--- config.mk ---
export PLATFORM = sky130hd
export DESIGN_NAME = tmds_rx_channel
export DESIGN_NICKNAME = d
export VERILOG_FILES = /design/src/rtl/tmds_pkg.sv /design/src/rtl/tmds_symbol_decode.sv /design/src/rtl/tmds_rx_channel.sv
export SDC_FILE = /design/constraint.sdc
export NUM_CORES = 1
export LEC_CHECK = 0
export ABC_AREA = 1
export CORE_MARGIN = 8
export CORE_UTILIZATION = 50
export DETAILED_ROUTE_END_ITERATION = 8
export PLACE_DENSITY = 0.78
export SLEW_MARGIN = 20
export SYNTH_ARGS = -nofsm -noshare
export SYNTH_HDL_FRONTEND = slang
export SYNTH_SLANG_ARGS = --single-unit
--- constraint.sdc ---
create_clock -name tmds_clk -period 1.9 [get_ports tmds_clk]
set_input_delay 0.285 -clock tmds_clk [delete_from_list [all_inputs] [get_ports tmds_clk]]
set_output_delay 0.285 -clock tmds_clk [all_outputs]
set_load 0.01 [all_outputs]
--- src/rtl/tmds_pkg.sv ---
// tmds_pkg: control-token codes, lock/watchdog limits and FSM states for the TMDS receive channel
package tmds_pkg;
  localparam logic [9:0] TOK_C00 = 10'b1101010100;
  localparam logic [9:0] TOK_C01 = 10'b0010101011;
  localparam logic [9:0] TOK_C10 = 10'b0101010100;
  localparam logic [9:0] TOK_C11 = 10'b1010101011;
  localparam int LOCK_TOKENS    = 8;
  localparam int WATCHDOG_WORDS = 4096;
  typedef enum logic {HUNT, LOCKED} state_t;
endpackage

--- src/rtl/tmds_symbol_decode.sv ---
// tmds_symbol_decode: combinational 10b->8b TMDS symbol decode with control-token detection
module tmds_symbol_decode (
  input  logic [9:0] q,
  output logic [7:0] d,
  output logic       is_token,
  output logic       c0,
  output logic       c1
);
  import tmds_pkg::*;
  logic [7:0] w_q;
  assign w_q      = q[9] ? ~q[7:0] : q[7:0];
  assign d        = {q[8] ? w_q[7:1] ^ w_q[6:0] : ~(w_q[7:1] ^ w_q[6:0]), w_q[0]};
  assign is_token = (q == TOK_C00) || (q == TOK_C01) || (q == TOK_C10) || (q == TOK_C11);
  assign c0       = (q == TOK_C01) || (q == TOK_C11);
  assign c1       = (q == TOK_C10) || (q == TOK_C11);
endmodule

--- src/rtl/tmds_rx_channel.sv ---
// tmds_rx_channel: TMDS serial deserialiser with token-based symbol alignment and decode; TMDS_RX_LOSSCNT_EN adds a lock-loss counter
module tmds_rx_channel (
  input  logic        tmds_clk,
  input  logic        reset,
  input  logic        in_tmds,
  output logic        out_pixel,
  output logic [7:0]  out_data,
  output logic        out_de,
  output logic        out_c0,
  output logic        out_c1,
`ifdef TMDS_RX_LOSSCNT_EN
  output logic [15:0] out_loss_count,
`endif
  output logic        out_locked
);
  import tmds_pkg::*;
  logic [9:0]  r_sr;
  logic [3:0]  r_bit_cnt;
  logic [2:0]  r_tok_cnt;
  logic [11:0] r_wd;
  state_t      r_state;
  logic [9:0]  w_word;
  logic [7:0]  w_d;
  logic        w_tok, w_c0, w_c1, w_bound, w_slip;
  assign w_word  = {in_tmds, r_sr[9:1]};
  assign w_bound = r_bit_cnt == 4'd9;
  assign w_slip  = w_bound && r_state == HUNT && !w_tok;
  tmds_symbol_decode u_dec (
    .q        (w_word),
    .d        (w_d),
    .is_token (w_tok),
    .c0       (w_c0),
    .c1       (w_c1)
  );
  // Shift bits in LSB-first; a slip parks the counter at 15 so it wraps to 0 one cycle late
  always_ff @(posedge tmds_clk or posedge reset)
    if (reset) begin
      r_sr      <= '0;
      r_bit_cnt <= '0;
    end else begin
      r_sr      <= w_word;
      r_bit_cnt <= w_slip ? 4'd15 : w_bound ? 4'd0 : r_bit_cnt + 4'd1;
    end
  // Alignment FSM with registered symbol outputs, updated only on word boundaries
  always_ff @(posedge tmds_clk or posedge reset)
    if (reset) begin
      r_state    <= HUNT;
      r_tok_cnt  <= '0;
      r_wd       <= '0;
      out_pixel  <= 1'b0;
      out_data   <= '0;
      out_de     <= 1'b0;
      out_c0     <= 1'b0;
      out_c1     <= 1'b0;
      out_locked <= 1'b0;
`ifdef TMDS_RX_LOSSCNT_EN
      out_loss_count <= '0;
`endif
    end else begin
      out_pixel <= 1'b0;
      if (w_bound && r_state == HUNT) begin
        r_tok_cnt <= w_tok ? r_tok_cnt + 3'd1 : 3'd0;
        if (w_tok && r_tok_cnt == 3'(LOCK_TOKENS - 1)) begin
          r_state    <= LOCKED;
          out_locked <= 1'b1;
          r_tok_cnt  <= '0;
          r_wd       <= '0;
          out_pixel  <= 1'b1;
          out_de     <= 1'b0;
          out_c0     <= w_c0;
          out_c1     <= w_c1;
        end
      end else if (w_bound) begin
        out_pixel <= 1'b1;
        out_de    <= !w_tok;
        if (w_tok) begin
          out_c0 <= w_c0;
          out_c1 <= w_c1;
          r_wd   <= '0;
        end else begin
          out_data <= w_d;
          r_wd     <= r_wd + 12'd1;
          if (r_wd == 12'(WATCHDOG_WORDS - 1)) begin
            r_state    <= HUNT;
            out_locked <= 1'b0;
            r_wd       <= '0;
`ifdef TMDS_RX_LOSSCNT_EN
            if (out_loss_count != 16'hFFFF) out_loss_count <= out_loss_count + 16'd1;
`endif
          end
        end
      end
    end
endmodule

* Word-level counts from Yosys, hierarchy flattened
Index checks and enable logic that the tools add are counted.
** Storage, ports and cells
- Flip-flop bits (word level) :: 42
** Operators by class
- Add/subtract/negate cells :: 3
- Eq/ne operators :: 9
- Muxes and demuxes :: 30
- Bitwise operators :: 6
- Reductions and logical operators :: 16
** Operators by type and width (number)
- 12-bit two-way mux :: 5
- 10-bit == test, second input constant :: 2
- 1-bit two-way mux :: 19
- 12-bit by 1-bit adder with 12-bit output, second input constant :: 1
- 12-bit == test, second input constant :: 1
- 10-bit by 8-bit == test with 1-bit output, second input constant :: 1
- 10-bit by 9-bit == test with 1-bit output, second input constant :: 1
- 4-bit two-way mux :: 2
- 8-bit two-way mux :: 1
- 8-bit NOT :: 1
- 7-bit two-way mux :: 1
- 7-bit NOT :: 1
- 7-bit XOR :: 1
- 3-bit two-way mux :: 2
- 3-bit AND reduction :: 2
- 2-bit nonzero test :: 3
- 1-bit logical OR :: 5
- 4-bit by 1-bit adder with 4-bit output, second input constant :: 1
- 4-bit == test, second input constant :: 1
- 2-bit by 1-bit inequality test with 1-bit output, second input constant :: 2
- 4-bit AND reduction :: 1
- 3-bit by 1-bit adder with 3-bit output, second input constant :: 1
- 3-bit == test, second input constant :: 1
- 1-bit logical AND :: 3
- other kinds (3) :: 5

* Logic depth before layout (Yosys ltp)
- Depth in word-level cells :: 7
- Depth in mapped cells :: 12
- Mapped depth without buffers :: 11

* Hierarchy
A second synthesis with hierarchy kept.
** Unflattened totals
- Cell total of the unflattened synthesis :: 261
- Area total of the unflattened synthesis :: 2170.8 um^2
** Modules (own cells, without submodules)
- tmds_rx_channel :: times used 1, cells each 200, area each 1816.7 um^2
- tmds_symbol_decode :: times used 1, cells each 61, area each 354.1 um^2

* Least setup slack after synthesis
No wires, ideal clock.
- Path kind :: register to register
- Start point :: register r_sr[2]
- End point :: register r_wd[5]
- Arrival time :: 1.343 ns
- Required time :: 1.782 ns
- Setup slack :: 0.439 ns
- Cell stages (with the launch flop) :: 13
- Buffers on the path :: 1
- Path through :: dfrtp_1 -> inv_1 -> ha_1 -> nand2_1 -> nor2_2 -> nand2_2 -> nand2_8 -> inv_6 -> nand2_8 -> nand2_4 -> buf_6 -> nand2_2 -> nand2_1
** On the way
- Cells in the longest elaborated chain, start to end :: 7
- Elaborated cells on any way between the ends :: 13
** RTL lines
- start, declared :: line tmds_rx_channel.sv:17 : logic [9:0] r_sr;
- start signal, assigned :: line tmds_rx_channel.sv:41 : r_sr <= w_word;
- 10-bit == test or 10-bit by 8-bit == test with 1-bit output (tied branches) :: line tmds_symbol_decode.sv:13 : assign is_token = (q == TOK_C00) || (q == TOK_C01) || (q == TOK_C10) || (q == TOK_C11);
- 1-bit logical OR (2 in a row) :: line tmds_symbol_decode.sv:13
- 1-bit logical OR (*) :: line tmds_symbol_decode.sv:13
- 12-bit two-way mux or 1-bit logical AND (tied branches) :: line tmds_rx_channel.sv:76, tmds_rx_channel.sv:63
- 12-bit two-way mux or 2-bit by 1-bit inequality test with 1-bit output (tied branches)
- 12-bit two-way mux or 2-bit AND reduction (tied branches)
- end signal, assigned :: line tmds_rx_channel.sv:82 : r_wd <= r_wd + 12'd1;
- end, declared :: line tmds_rx_channel.sv:20 : logic [11:0] r_wd;
Mark *: on every way between the ends. The rest lies on a longest branch, timed or not. The select of a mux whose other input is x is not followed.
A chain may end at the register's enable or synchronous reset.

* Worst setup path in the final report
- Start point :: register r_sr[2]
- End point :: register r_wd[9]
Same word-level chain as after synthesis.

==> flow_summary.json <==
{
  "drive_gt1_frac": 0.1882,
  "clockRootBuffer": "clkbuf_8",
  "syn-num-nets": 258,
  "post_cts_buffers": 0,
  "cts.clk_slew.worst_paths_ns": 0.08,
  "yosys_most_used_dff": "dfrtp_1",
  "finalCritPeriodShare": 0.8387,
  "cts_tree": "done",
  "powerDensity_nw_per_um2": 1043,
  "start_util": 0.5142,
  "holdCritPathClass": "in2async",
  "max_freq_mhz": 627.6,
  "final_util": 0.5790,
  "ioPinCount": 16,
  "gp_congestion": 0.8367,
  "slowest_stage": "dfrtp_1",
  "viasPerCell": 4.938,
  "syn_avg_cell_area_um2": 8.894,
  "core_area_um2": 4324,
  "placed_area_um2": 2412,
  "hold_viol": 0,
  "worst_slew_pin_slew_ns": 0.5175,
  "multiInputGateArea_um2": 1032,
  "drtIter0Drc": 65,
  "ant_nets": 0,
  "drtPass1Iterations": 4,
  "yosysSeqAreaShare": 0.4615,
  "synth_area_leader_cell": "dfrtp_1",
  "ctsHoldBuffers": 0,
  "synthToLayoutAreaGrowth_pct": 12.61,
  "skew_ns": 0.007649,
  "grt.overflow.total": 0,
  "yosysWarnings": 0,
  "crit_fanout": 14,
  "fin_area_um2": 2504,
  "period_needed_ns": 1.593,
  "cp.required_ns": 2.09,
  "syn_inst": 250,
  "relSlewSlack": 0.6550,
  "synthArstFlopShare": 1.000,
  "antenna_found_initial": 0,
  "critPathTopFamily": "simple AND/OR/NAND/NOR gates",
  "worstSkewPairLatency_ns": 0.30,
  "grt_pass1_wl_mm": 7.265,
  "grt_use_total": 0.1371,
  "cts_sinks": 41,
  "end_kind": "register",
  "worstPathCellList": "inv_1 > ha_1 > nand2_1 > nor2_2 > nand2_2 > nand2_8 > inv_6 > nand2_8 > nand2_4 > nand2_1 > nand2_1",
  "critical_path.max_stage_delay_ns": 0.42,
  "fillCellCount": 383,
  "setup_slack_ns": 0.3066,
  "max-vdd-ir-drop_mv": 0.6451,
  "antenna_cells": 0,
  "synth_cell_types": 27,
  "setup_viol": 0,
  "grt_pass1_vias": 1608,
  "status": "finished, final reports clean",
  "wl_per_cell_um": 12.61,
  "dpl_worst_slack_ns": 0.3158,
  "totalWireLength_mm": 4.072,
  "worstSetupPathType": "reg2reg",
  "maxCapViolations": 0,
  "io_buffers": 15,
  "fin_nets": 278,
  "dpl.hpwl_mm": 2.976,
  "drc": 0,
  "cts_buffers": 5,
  "rsz0062_at_grt": "no",
  "synth_seq_cells": 41,
  "slew_violations": 0,
  "ctsHtreeMaxLevel": 2,
  "critPathBufInv": 2,
  "final.setup.tns_ns": 0,
  "synth-edff-count": 0,
  "chipWidth_um": 82.69,
  "leakage_uw": 0.001250,
  "post_cts_resized": 0,
  "syn_area_um2": 2223,
  "synth_top_area_frac": 0.4615,
  "dieArea_um2": 6837,
  "chipHeight_um": 82.69,
  "synth_area_leaders": "dfrtp_1, nand2_1, inv_1",
  "num_vias": 1595,
  "cp-start-kind": "register",
  "clockBufferDepth": 2,
  "critPathArrivalTime_ns": 1.78,
  "grt_max_degree": 42,
  "num_rows": 24,
  "crit_path_frequent_cell": "nand2_1",
  "seq_area_um2": 1026
}
-- layer usage --
metal  part of all wire  global-route usage
met5                  0                   0
met4              0.025             0.07759
met3              0.035             0.03030
met2               0.49              0.2261
met1               0.45              0.1611
-- Yosys cell counts (4+ instances only) --
cell and n:
nand2_4 4, o21ai_0 7, nand2_1 68, nand3_1 18
inv_1 29, ha_1 5, nor2_4 4, nand2_2 14
dfrtp_1 41, nand4_1 5, o21ai_2 8, xor2_1 11
nor2_1 13
-- worst paths after layout --
path	depth (start not counted)	slack, ns	from	end
setup reg to reg	11	0.31	r_sr[2]	r_wd[9]
setup / recovery	11	0.31	r_sr[2]	r_wd[9]
hold reg to reg	0	0.42	r_sr[8]	r_sr[7]
hold / removal	3	0.40	reset	r_wd[0]
min in group tmds_clk	0	0.42	r_sr[8]	r_sr[7]
max in group asynchronous	3	1.12	reset	r_bit_cnt[3]
-- registers in the layout, summed over array words and instances (netlist names) --
name / flops
r_tok_cnt: 3
out_c0: 1
r_wd: 12
r_bit_cnt: 4
out_de: 1
out_c1: 1
out_pixel: 1
r_sr: 9
out_data: 8
r_state: 1
-- per-stage QoR --
step | cells | total power (uW) | hold slack [ns]
2_1_floorplan | 250 | 1770 | 0.3164
4_1_cts | 323 | 2650 | 0.4148
3_3_place_gp | 315 | 2031 | 0.3778
6_report | 323 | 2611 | 0.4019
5_1_grt | 323 | 2786 | 0.4463
3_5_place_dp | 315 | 2067 | 0.3950
-- area by class of cell --
type                            count  share of cell area
Clock inverter                      3            0.008996
Multi-Input combinational cell    173              0.4123
Timing Repair Buffer               16             0.06297
Inverter                           33             0.05247
Clock buffer                        5             0.02749
Tap cell                           52             0.02599
Sequential cell                    41              0.4098
-- placed cells by master, fill, tap and decap left out, drive strengths merged --
| cell type | synthesis | final |
|---|---|---|
| nand4 | 5 | 5 |
| buf | 3 | 1 |
| nand2 | 88 | 88 |
| ha | 5 | 5 |
| inv | 33 | 33 |
| nor3b | 1 | 1 |
| xor2 | 11 | 11 |
| nor2 | 21 | 21 |
| nand3 | 19 | 19 |
| o211ai | 1 | 1 |
| a21oi | 4 | 4 |
| o21ai | 16 | 16 |
| clkdlybuf4s50 | 0 | 15 |
| clkinv | 0 | 3 |
| xnor2 | 2 | 2 |
| dfrtp | 41 | 41 |
| clkbuf | 0 | 5 |
-- where the power goes --
part	internal (uW)	total, uW	switching, uW
Clock	260	574	313
Combinational	376	837	461
Sequential	1050	1200	149
-- cell families after synthesis --
family	count (synthesis)	synth area share
fa+ha+maj	5	0.02814
compound gates	21	0.06697
simple gates	134	0.3180
xor+xnor	13	0.05121
flops	41	0.4615
buf+inv	36	0.07428
-- worst min-delay path: cells and delay by family --
kind,cells,cell delay [ns]
buffers and inverters,3,0.87
No activity file was read; power rests on OpenSTA's default activity.
